File: src/rtl/obstacle_sprite_loader.sv
// Unpacks streamed pixel bytes into sequential sprite RAM writes.
// Define OBSTACLE_LOADER_TRANSPARENT_SKIP_EN to suppress writes of zero pixels.
module obstacle_sprite_loader #(
  parameter int ADDR_WIDTH = 10,
  parameter int DATA_WIDTH = 2
) (
  input  logic                  clk,
  input  logic                  reset,
  input  logic                  start,
  input  logic [ADDR_WIDTH:0]   pix_count,
  input  logic [7:0]            s_data,
  input  logic                  s_valid,
  output logic                  s_ready,
  output logic                  we,
  output logic [ADDR_WIDTH-1:0] addr_w,
  output logic [DATA_WIDTH-1:0] din,
  output logic                  busy,
  output logic                  done
);

  localparam int PPB = 8 / DATA_WIDTH;
  localparam int LW  = $clog2(PPB + 1);

  typedef enum logic [1:0] {
    IDLE,
    WAIT_BYTE,
    UNPACK,
    FINISH
  } state_t;

  state_t                state_q, state_d;
  logic [7:0]            byte_q, byte_d;
  logic [LW-1:0]         lane_q, lane_d;
  logic [ADDR_WIDTH-1:0] addr_q, addr_d;
  logic [ADDR_WIDTH:0]   rem_q, rem_d;

  logic                  s_ready_q, s_ready_d;
  logic                  we_q, we_d;
  logic [ADDR_WIDTH-1:0] addr_w_q, addr_w_d;
  logic [DATA_WIDTH-1:0] din_q, din_d;
  logic                  busy_q, busy_d;
  logic                  done_q, done_d;

  logic [DATA_WIDTH-1:0] pix_sel;
  logic [DATA_WIDTH-1:0] pres_pix;
  logic                  present;

  always_comb begin
    pix_sel = '0;
    for (int i = 0; i < PPB; i++) begin
      if (lane_q == LW'(i)) begin
        pix_sel = byte_q[i*DATA_WIDTH +: DATA_WIDTH];
      end
    end
  end

  // Counters point at the next pixel; output regs hold the write being presented.
  always_comb begin
    state_d  = state_q;
    byte_d   = byte_q;
    lane_d   = lane_q;
    addr_d   = addr_q;
    rem_d    = rem_q;
    we_d     = 1'b0;
    addr_w_d = addr_w_q;
    din_d    = din_q;
    present  = 1'b0;
    pres_pix = '0;

    unique case (state_q)
      IDLE: begin
        if (start) begin
          rem_d   = pix_count;
          addr_d  = '0;
          lane_d  = '0;
          state_d = (pix_count == '0) ? FINISH : WAIT_BYTE;
        end
      end
      WAIT_BYTE: begin
        if (s_valid && s_ready_q) begin
          byte_d   = s_data;
          present  = 1'b1;
          pres_pix = s_data[DATA_WIDTH-1:0];
          lane_d   = LW'(1);
          state_d  = UNPACK;
        end
      end
      UNPACK: begin
        if (rem_q == '0) begin
          state_d = FINISH;
        end else if (lane_q == LW'(PPB)) begin
          state_d = WAIT_BYTE;
        end else begin
          present  = 1'b1;
          pres_pix = pix_sel;
          lane_d   = lane_q + LW'(1);
        end
      end
      FINISH: begin
        state_d = IDLE;
      end
    endcase

    if (present) begin
`ifdef OBSTACLE_LOADER_TRANSPARENT_SKIP_EN
      we_d     = |pres_pix;
`else
      we_d     = 1'b1;
`endif
      addr_w_d = addr_q;
      din_d    = pres_pix;
      addr_d   = addr_q + ADDR_WIDTH'(1);
      rem_d    = rem_q - (ADDR_WIDTH+1)'(1);
    end

    s_ready_d = (state_d == WAIT_BYTE);
    busy_d    = (state_d == WAIT_BYTE) || (state_d == UNPACK);
    done_d    = (state_d == FINISH);
  end

  always_ff @(posedge clk or posedge reset) begin
    if (reset) begin
      state_q   <= IDLE;
      byte_q    <= '0;
      lane_q    <= '0;
      addr_q    <= '0;
      rem_q     <= '0;
      s_ready_q <= 1'b0;
      we_q      <= 1'b0;
      addr_w_q  <= '0;
      din_q     <= '0;
      busy_q    <= 1'b0;
      done_q    <= 1'b0;
    end else begin
      state_q   <= state_d;
      byte_q    <= byte_d;
      lane_q    <= lane_d;
      addr_q    <= addr_d;
      rem_q     <= rem_d;
      s_ready_q <= s_ready_d;
      we_q      <= we_d;
      addr_w_q  <= addr_w_d;
      din_q     <= din_d;
      busy_q    <= busy_d;
      done_q    <= done_d;
    end
  end

  assign s_ready = s_ready_q;
  assign we      = we_q;
  assign addr_w  = addr_w_q;
  assign din     = din_q;
  assign busy    = busy_q;
  assign done    = done_q;

endmodule

File: config.mk
export PLATFORM = sky130hd
export DESIGN_NAME = obstacle_sprite_loader
export DESIGN_NICKNAME = d
export VERILOG_FILES = /design/src/rtl/obstacle_sprite_loader.sv
export SDC_FILE = /design/constraint.sdc
export NUM_CORES = 1
export LEC_CHECK = 0
export CAP_MARGIN = 20
export CORE_UTILIZATION = 45
export CTS_BUF_LIST = sky130_fd_sc_hd__clkbuf_4
export CTS_CLUSTER_SIZE = 30
export DETAILED_ROUTE_END_ITERATION = 8
export GPL_TIMING_DRIVEN = 1
export PLACE_DENSITY = 0.75
export SLEW_MARGIN = 20
export SYNTH_ARGS = -nofsm -noshare
export SYNTH_HDL_FRONTEND = slang
export SYNTH_SLANG_ARGS = --single-unit
File: constraint.sdc
create_clock -name clk -period 2.4 [get_ports clk]
set_input_delay 0.36 -clock clk [delete_from_list [all_inputs] [get_ports clk]]
set_output_delay 0.36 -clock clk [all_outputs]
set_load 0.03 [all_outputs]
==> impl_metrics.py <==
metrics = {
    "run_status": {
        "status": "finished, violations left",
        "violations": "negative setup slack",
    },
    "route": {
        "dr.first_iter.drc_count": 153,
        "met2_length_um": 3020,
        "met3_length_um": 211,
        "wl_met1_um": 2740,
        "via_per_inst": 5.64,
        "drt_first_pass_iters": 4,
        "vias": 2302,
        "wl_per_cell_um": 14.9,
        "wl_um": 6060,
        "top_layer_used": "met4",
        "post-route-drc-count": 0,
        "drtAntennaViolNets": 0,
    },
    "final_layout": {
        "fin_area_um2": 3470,
        "regArea_um2": 1250,
        "area_delta_synth_final_pct": 33.1,
        "multiInputGateArea_um2": 1340,
        "utilization": 0.626,
        "final_nets": 373,
        "n_fill_cell": 487,
        "diodes": 0,
        "layout-drive-gt1-share": 0.217,
    },
    "floorplanning": {
        "dieHeight_um": 78.1,
        "rows": 27,
        "ios": 39,
        "die_x_um": 78.1,
        "dieArea_um2": 6100,
        "core-area_um2": 5540,
        "initial_utilization": 0.470,
    },
    "synth": {
        "synth-edff-count": 0,
        "synthCells": 266,
        "ys_seq_area_frac": 0.480,
        "synth_cell_types": 45,
        "synth_seq_cells": 50,
        "synth_nets": 302,
        "yosys_warnings": 0,
        "syn_area_um2": 2610,
        "synth_flop_cell": "dfrtp_1",
        "synth.most_common_cell": "dfrtp_1",
        "ys_top_cells_by_count": "dfrtp_1 (50), nand2_1 (41), o21ai_0 (20)",
        "async_flop_share": 1.00,
        "synth_area_per_cell_um2": 9.80,
        "synth_top_area_frac": 0.480,
        "synthTopCellsByArea": "dfrtp_1 (48%), ha_1 (6.2%), nand2_1 (5.9%), o21ai_0 (3.8%), mux2_2 (3.5%)",
        "synth_top_area_cell": "dfrtp_1",
    },
    "sta": {
        "rsz0062_at_grt": "true",
        "slew_viol_final": 0,
        "timing.hold.ws_ps": 341,
        "setup_viol": 12,
        "finalHoldViolations": 0,
        "slew_headroom": 0.640,
        "worstMarginPinSlew_ps": 539,
        "timing.final.crit_share": 1.04,
        "skew_ps": 8.21,
        "layout_min_cycle_time_ps": 2500,
        "clock.fmax_ghz": 0.400,
        "setup_ws_ps": -97.0,
    },
    "setup_path": {
        "timing.rr.end": "rem_q[3]",
        "crit_path_end": "rem_q[3]",
        "worstSetupPathType": "flop to flop",
        "worst_setup_path_start_kind": "flop",
        "critical_path.startpoint": "rem_q[0]",
        "r2r-start": "rem_q[0]",
        "rr_worst_depth": 8,
        "rrSetupSlack_ps": -100,
        "critPathCaptureType": "flop",
        "arrival_ps": 2770,
        "crit_path_max_fanout": 8,
        "cp_data_required_time_ps": 2670,
    },
    "place": {
        "routabilityCongestion": 0.874,
        "place_ws_ps": -97.7,
        "postPlaceCellArea_um2": 3270,
        "dp_hpwl_um": 4270,
        "portBuffers": 38,
    },
    "pwr": {
        "static-leakage-power_nw": 1.54,
        "ir_worst_vdd_v": 0.000691,
        "power_w": 0.00395,
        "p_per_area_nw_per_um2": 1140,
    },
    "grt": {
        "grt_pass1_wl_um": 10400,
        "grt_max_degree": 28,
        "grt-ovfl-total": 0,
        "grt_usage": 0.215,
        "grt_antenna_before_repair": 0,
        "grt_pass1_vias": 2233,
    },
    "clock_network": {
        "cts_buffers": 5,
        "clock-root-buffer": "clkbuf_4",
        "clk_path_buf_depth": 2,
        "cts_hold_buf": 0,
        "ctsHtreeMaxLevel": 2,
        "cts_sinks": 50,
        "cts_tree": "built",
        "clk_pin_slew_ps": 140,
        "clk_latency_ps": 370,
    },
    "min_path": {
        "hp-class": "input port to asynchronous set/reset pin",
    },
    "job": {
        "maxCapViolations": 0,
    },
}
## stage by stage
step / TNS [ps] / cells
2_1_floorplan: -4370 / 266
3_3_place_gp: -191 / 394
3_5_place_dp: -835 / 394
4_1_cts: -369 / 403
5_1_grt: -2070 / 408
6_report: -624 / 408
## layer usage
| metal | global-route usage | vias up |
|---|---|---|
| li1 | - | 1112 |
| met4 | 0.0593 | 0 |
| met3 | 0.0360 | 11 |
| met5 | 0 | - |
| met1 | 0.289 | 1129 |
| met2 | 0.358 | 50 |
## critical path: stages, from the launching register on
cell and delay (ps):
dfrtp_1 420, inv_2 80, ha_4 120, or4b_4 460, or4_4 480, a21oi_4 260, inv_4 100, a21o_1 190
a221o_1 290
## cells by family (layout without fill, tap and decap cells)
| kind of cell | after synthesis | count (layout) | share of synthesized area |
|---|---|---|---|
| AO/OA/AOI/OAI | 74 | 74 | 0.198 |
| XOR/XNOR | 2 | 2 | 0.00672 |
| adder cells (fa/ha/maj) | 13 | 13 | 0.0624 |
| buffers and inverters | 22 | 92 | 0.0403 |
| flip-flops | 50 | 50 | 0.480 |
| multiplexers | 8 | 8 | 0.0346 |
| AND/OR/NAND/NOR | 97 | 97 | 0.178 |
## registers in the layout, indices dropped and copies added, names as in the netlist
name     cells
byte_q       8
state_q      2
addr_q      10
done         1
din          2
lane_q       3
s_ready      1
we           1
rem_q       11
busy         1
addr_w      10
## worst min path at each step
| stage | start | end | cells past startpoint |
|---|---|---|---|
| after CTS | reset | addr_w[6] | 2 |
| after global routing | reset | addr_w[2] | 2 |
| after floorplan | rem_q[0] | rem_q[0] | 1 |
| after global placement | addr_w[0] | addr_w[0] | 2 |
| final | reset | addr_w[6] | 2 |
| after detailed placement | addr_w[0] | addr_w[0] | 2 |
## area by class of cell
cell class,instances,area share
well taps,72,0.0260
inverters,14,0.0159
multi-input cells,194,0.387
flip-flops and latches,50,0.361
clock inverters,1,0.00108
clock buffers,5,0.0108
repair buffers,72,0.198
## cells in the final DEF, fill, tap and decap left out, types with 2 or more instances in the layout
cell             instances
mux2_2                   8
buf_4                   27
nand2_1                 41
a21oi_1                 11
inv_1                   10
and3_1                   3
a31oi_1                  4
a22o_1                   2
clkdlybuf4s50_1         38
dfrtp_1                 50
o21ai_0                 15
ha_1                    12
a21oi_2                  3
buf_12                   3
a211oi_2                 4
or4_1                    2
o21ai_1                  4
a22oi_1                  2
inv_2                    3
nor3_2                   2
nand3_1                  8
nor4_1                   3
buf_6                    4
a21o_1                   5
xnor2_1                  2
o41ai_1                  2
a32oi_1                  3
nor2_1                  12
nor2_2                   2
nor3_1                   7
or3_1                    4
clkbuf_4                 5
nor3b_1                  4
nand2b_1                 2
a221o_1                  6
## what timing repair did
item,4_1_cts,5_1_grt
gates cloned,0,0
pin swaps,1,2
endpoints found under the setup margin,19,31
buffers inserted,3,5
gates resized for setup,14,15
## power breakdown
group / internal, W / total, W / leakage (nW) / switching (W)
logic: 0.00106 / 0.00225 / 0.865 / 0.00118
clock network: 0.000101 / 0.000357 / 0.0246 / 0.000256
registers: 0.00113 / 0.00135 / 0.647 / 0.000212
Power figures use the tool's default switching activity.
